`config.mk`:
```
export PLATFORM = sky130hd
export DESIGN_NAME = exe8
export DESIGN_NICKNAME = d
export VERILOG_FILES = /design/src/rtl/exe8_pkg.sv /design/src/rtl/exe8_popcount.sv /design/src/rtl/exe8.sv
export SDC_FILE = /design/constraint.sdc
export NUM_CORES = 1
export LEC_CHECK = 0
export BUFFER_PORTS_ARGS = -buffer_cell sky130_fd_sc_hd__buf_2
export CAP_MARGIN = 20
export CELL_PAD_IN_SITES_DETAIL_PLACEMENT = 1
export CELL_PAD_IN_SITES_GLOBAL_PLACEMENT = 1
export CORE_AREA = 2 2 39 41
export CTS_BUF_LIST = sky130_fd_sc_hd__clkbuf_16
export CTS_CLUSTER_DIAMETER = 60
export CTS_CLUSTER_SIZE = 12
export DETAILED_ROUTE_END_ITERATION = 8
export DIE_AREA = 0 0 41 43
export GPL_TIMING_DRIVEN = 0
export PLACE_DENSITY_LB_ADDON = 0.1
export REMOVE_ABC_BUFFERS = 1
export SYNTH_ARGS = -nofsm -noshare
export SYNTH_HDL_FRONTEND = slang
export SYNTH_SLANG_ARGS = --single-unit
```
`constraint.sdc`:
```
create_clock -name clk -period 3 [get_ports clk]
set_input_delay 0.15 -clock clk [delete_from_list [all_inputs] [get_ports clk]]
set_output_delay 0.15 -clock clk [all_outputs]
set_load 0.01 [all_outputs]
```
`src/rtl/exe8_pkg.sv`:
```
// Shared constants and popcount-width helper for the exe8 balanced-word counter.
package exe8_pkg;

    localparam int EXE8_WIDTH = 4;
    localparam int EXE8_CNT_W = 8;

    // Bits needed to hold a count of 0..width set bits.
    function automatic int pop_w(input int width);
        return $clog2(width + 1);
    endfunction

endpackage

```
`src/rtl/exe8_popcount.sv`:
```
// Purely combinational set-bit counter used by exe8 to detect balanced words.
module popcount
    import exe8_pkg::*;
#(
    parameter int WIDTH = EXE8_WIDTH,
    localparam int PW   = pop_w(WIDTH)
) (
    input  logic [WIDTH-1:0] data_i,
    output logic [PW-1:0]    count_o
);

    // Sum the individual bits of the input word.
    always_comb begin
        count_o = '0;
        for (int i = 0; i < WIDTH; i++) begin
            count_o = count_o + PW'(data_i[i]);
        end
    end

endmodule

```
`src/rtl/exe8.sv`:
```
// Balanced-input event counter: counts sampled words with equal ones and zeros.
// Optional saturation at the counter maximum when EXE8_SATURATE_EN is defined.
module exe8
    import exe8_pkg::*;
#(
    parameter int WIDTH = EXE8_WIDTH,
    parameter int CNT_W = EXE8_CNT_W
) (
    input  logic             clk,
    input  logic             rst_n,
    input  logic [WIDTH-1:0] in,
    output logic [CNT_W-1:0] equal_cnt
);

    localparam int             PW      = pop_w(WIDTH);
    localparam logic [PW-1:0]  HALF    = PW'(WIDTH / 2);
    localparam logic [CNT_W-1:0] CNT_MAX = {CNT_W{1'b1}};

    logic [PW-1:0]    ones_s;
    logic             balanced_s;
    logic [CNT_W-1:0] cnt_d;
    logic [CNT_W-1:0] cnt_q;

    popcount #(.WIDTH(WIDTH)) u_popcount (
        .data_i  (in),
        .count_o (ones_s)
    );

    assign balanced_s = (ones_s == HALF);

    // Next-count: bump on a balanced word, otherwise hold.
    always_comb begin
        cnt_d = cnt_q;
        if (balanced_s) begin
`ifdef EXE8_SATURATE_EN
            if (cnt_q != CNT_MAX) begin
                cnt_d = cnt_q + CNT_W'(1);
            end else begin
                cnt_d = cnt_q;
            end
`else
            cnt_d = cnt_q + CNT_W'(1);
`endif
        end else begin
            cnt_d = cnt_q;
        end
    end

    // Counter register, cleared asynchronously by reset.
    always_ff @(posedge clk or negedge rst_n) begin
        if (!rst_n) begin
            cnt_q <= '0;
        end else begin
            cnt_q <= cnt_d;
        end
    end

    assign equal_cnt = cnt_q;

endmodule

```
Word-level counts from Yosys, hierarchy flattened. Index checks and enable logic that the tools add are counted.

RAM bits: 0. Latch bits: 0. Bits of input ports: 6. ROM bits: 0. Memories kept: 0. Flip-flop bits (word level): 8. Word-level logic and storage cells: 6.

Bitwise gates (word level): 0. Add/subtract/negate cells: 4. Multiplexer cells: 0. Divide/modulo/power cells: 0. $mul: 0. Shift operators: 0. Reduce and logical (&&, ||, !) cells: 0. Order comparisons: 0. Equal/unequal tests: 1.

Operators with widths (count): $add 8x1->8 const B (1); $add 3x1->3 (2); $eq 3x2->1 const B (1); $add 1x1->2 (1).

Longest topological paths before layout.
Depth in word-level cells: 4. Gate-level depth with buffers: 6. Depth with buffers taken out: 6.

By module. From an unflattened synthesis, not the netlist that was laid out.

Cells, all modules: 34. Area, all modules: 412.9 µm².

Modules (own cells, without submodules): exe8 (seq. area each 200.2 µm², area each 349.1 µm², cells each 26, times used 1); popcount (seq. area each 0.0 µm², area each 63.8 µm², cells each 8, times used 1).

Least setup slack after synthesis. No wires, ideal clock.

Path type: input -> register. From: in in[0]. To: reg cnt_q[1], in the netlist equal_cnt[1]. Library setup time: 0.125 ns. Path buffers: 0. Slack: 1.153 ns. Required time: 2.875 ns. Stages: 5. Arrival: 1.723 ns. Cells stage by stage: ha_1 fa_1 ha_1 nor3b_4 mux2_2.

Cells in the longest elaborated chain, start to end: 4.

Ends and longest elaborated chain: start: declaration (line exe8.sv:11) `input logic [WIDTH-1:0] in,`; $add 1x1->2 (line exe8_popcount.sv:16) `count_o = count_o + PW'(data_i[i]);`; $add 3x1->3 (2 in series) (line exe8_popcount.sv:16); $eq 3x2->1 (line exe8.sv:29) `assign balanced_s = (ones_s == HALF);`; end signal: assignment (line exe8.sv:54) `cnt_q <= cnt_d;`; end: declaration (line exe8.sv:22) `logic [CNT_W-1:0] cnt_q;`.

No other way between the ends. A chain may end at the register's enable or synchronous reset.

Worst setup path in the final report. Same ends and word-level chain as after synthesis.

==> impl_results.md <==
- Area growth syn-to-layout: 42.4%
- Metal1 wirelength: 362 microns
- Initial Util: 0.290
- Gr usage total: 0.127
- # IOs: 14
- Most common cell after layout, fill and taps aside: buf_2
- Fmax: 0.549 GHz
- Area share of and/or/nand/nor cells after synthesis: 0.178
- Kind of end point of the critical path: register
- Syn Inst Count: 30
- Yosys cell types: 13
- Clock Path Buffers: 2
- P_leak: 0.000275 uW
- Synth warn: 0
- Peak supply drop: 0.459 mV
- Clk pin slew, worst setup/hold paths: 0.04 ns
- Fin crit share: 0.607
- WL met3: 74 microns
- Clock Latency Late Sink: 0.23 ns
- Register area share after synthesis: 0.498
- Crit Path Max Fanout: 8
- Hold_ws: 0.294 ns
- Final core occ: 0.413
- Die W: 41 microns
- Die Height: 43 microns
- WL final: 854 microns
- Mux cell area share after synthesis: 0.0280
- Setup CP Type: in2reg
- Most frequent cells in the layout: buf_2, dfrtp_1, xnor2_1
- N_diodes: 0
- Area share of the largest cell type after synthesis: 0.498
- Worst Path Required: 3.11 ns
- Final setup violating endpoints: 0
- First-pass GRT wire length: 1370 microns
- Tmin final: 1.82 ns
- Drt drc: 0
- Placement Cell Area: 487 sq um
- Tightest Pin Transition: 0.381 ns
- CP arrival: 1.93 ns
- Number of I/O port buffers: 13
- Clock skew: 0.00124 ns
- Row cnt: 14
- Rel. slew slack: 0.745
- Max-Cap Viols: 0
- CTS tree: built
- Post-Layout Cell Count: 63
- Core ar.: 0.00138 sq mm
- CTS sink count: 8
- Yosys reg bits: 8
- Total CTS buffers: 3
- Combinational family with the most area after synthesis: simple AND/OR/NAND/NOR gates
- Cells after DPL: 59
- Synth Area in XOR/XNOR: 0.153
- DR pass1 iterations: 1
- Startpoint Class: primary input
- Outcome: complete, no violations
- RSZ-0062 raised after global routing: no
- Max Used Layer: met3
- R2R Setup Slk: 1.91 ns
- Vias in the first global route: 324
- Post-Synth Adder-Cell Area: 0.143
- Nets: 59
- DR vias/cell: 4.89
- Max Slew Vio Count: 0
- Hold Crit Class: in2async
- Fin. Hold Viols: 0
- CTS root buf: clkbuf_16
- Met2 WL: 417 microns
- Area contributors post-synth: dfrtp_1, xnor2_1, ha_1, fa_1, nor3b_4
- Worst R2R Path Depth: 2
- RD Place Congestion: 0.658
- Worst r2r dst: equal_cnt[1]
- Vias: 308
- PwrDens: 969 mW/mm^2
- Post-CTS sizing: 0
- Initial antenna violation count: 0
- Detailed Route Iter0 Violations: 0
- Final Cell Area: 572 sq um
- H-tree Lvls: 1
- # fillers: 160
- R2R Path Start: equal_cnt[0]
- Cell taking the most area after synthesis: dfrtp_1
- Remaining Overflow, GRT: 0
- Routed Antenna Nets: 0
- Mapped Area: 402 sq um
- Setup Total Neg Slack: 0 ns
- Syn Area/Cell: 13.4 sq um
- Largest register FFs: 8
- Layout cell share with drive strength beyond 1: 0.383
- WL per Instance: 13.6 microns
- Die ar.: 0.00176 sq mm
- Synth Area in Compound Gates: 0
- Largest net degree at the start of global routing: 9
-- final cells by class --
class / instances / area (sq um) / area share
Multi-Input combinational cell: 22 / 201 / 0.352
Clock buffer: 3 / 75.1 / 0.131
Timing Repair Buffer: 14 / 75.1 / 0.131
Tap cell: 16 / 20.0 / 0.0350
Sequential cell: 8 / 200 / 0.350
-- what timing repair did --
item,CTS,global route
setup buffers,0,0
hold endpoints to repair,8,0
hold buffers,1,0
-- kinds of logic after synthesis --
| family | Yosys count |
|---|---|
| XOR/XNOR | 7 |
| adder cells (fa/ha/maj) | 4 |
| flip-flops | 8 |
| multiplexers | 1 |
| AND/OR/NAND/NOR | 10 |
-- worst max path at each step --
stage | from | slack (ns) | end | cells after the start
2_1_floorplan | in[0] | 1.15 | equal_cnt[1] | 5
3_3_place_gp | in[0] | 0.96 | equal_cnt[1] | 6
3_5_place_dp | in[0] | 0.94 | equal_cnt[1] | 6
4_1_cts | in[0] | 1.16 | equal_cnt[1] | 6
5_1_grt | in[0] | 1.09 | equal_cnt[1] | 6
6_report | in[0] | 1.18 | equal_cnt[1] | 6
-- layer usage --
metal	vias to the layer above	GRT usage
li1	143	-
met1	149	0.136
met2	16	0.178
met3	0	0.0785
met4	0	0.0800
met5	-	0
-- cell usage after synthesis --
cell	number
mux2_2	1
fa_1	1
and3_1	1
nand4_1	2
nand2_1	1
nor3b_4	1
xor2_1	1
and4_1	1
and2_1	1
dfrtp_1	8
ha_1	3
nand3_1	3
xnor2_1	6
-- where the power goes --
part           leakage [uW]  internal [uW]  total (uW)  switching (uW)
combinational      0.000136           72.7         144            71.6
sequential         0.000103            144         187            43.6
clock             0.0000370            172         223            50.8
-- through the flow --
step | setup slack [ns] | power [uW]
5_1_grt | 1.09 | 585
3_3_place_gp | 0.964 | 320
4_1_cts | 1.16 | 561
3_5_place_dp | 0.936 | 332
6_report | 1.18 | 554
2_1_floorplan | 1.15 | 266
-- critical path, stage by stage --
cell     delay, ns
buf_2         0.10
ha_1          0.30
fa_1          0.37
ha_1          0.28
nor3b_4       0.36
mux2_2        0.38
(Power assumes the default switching activity.)
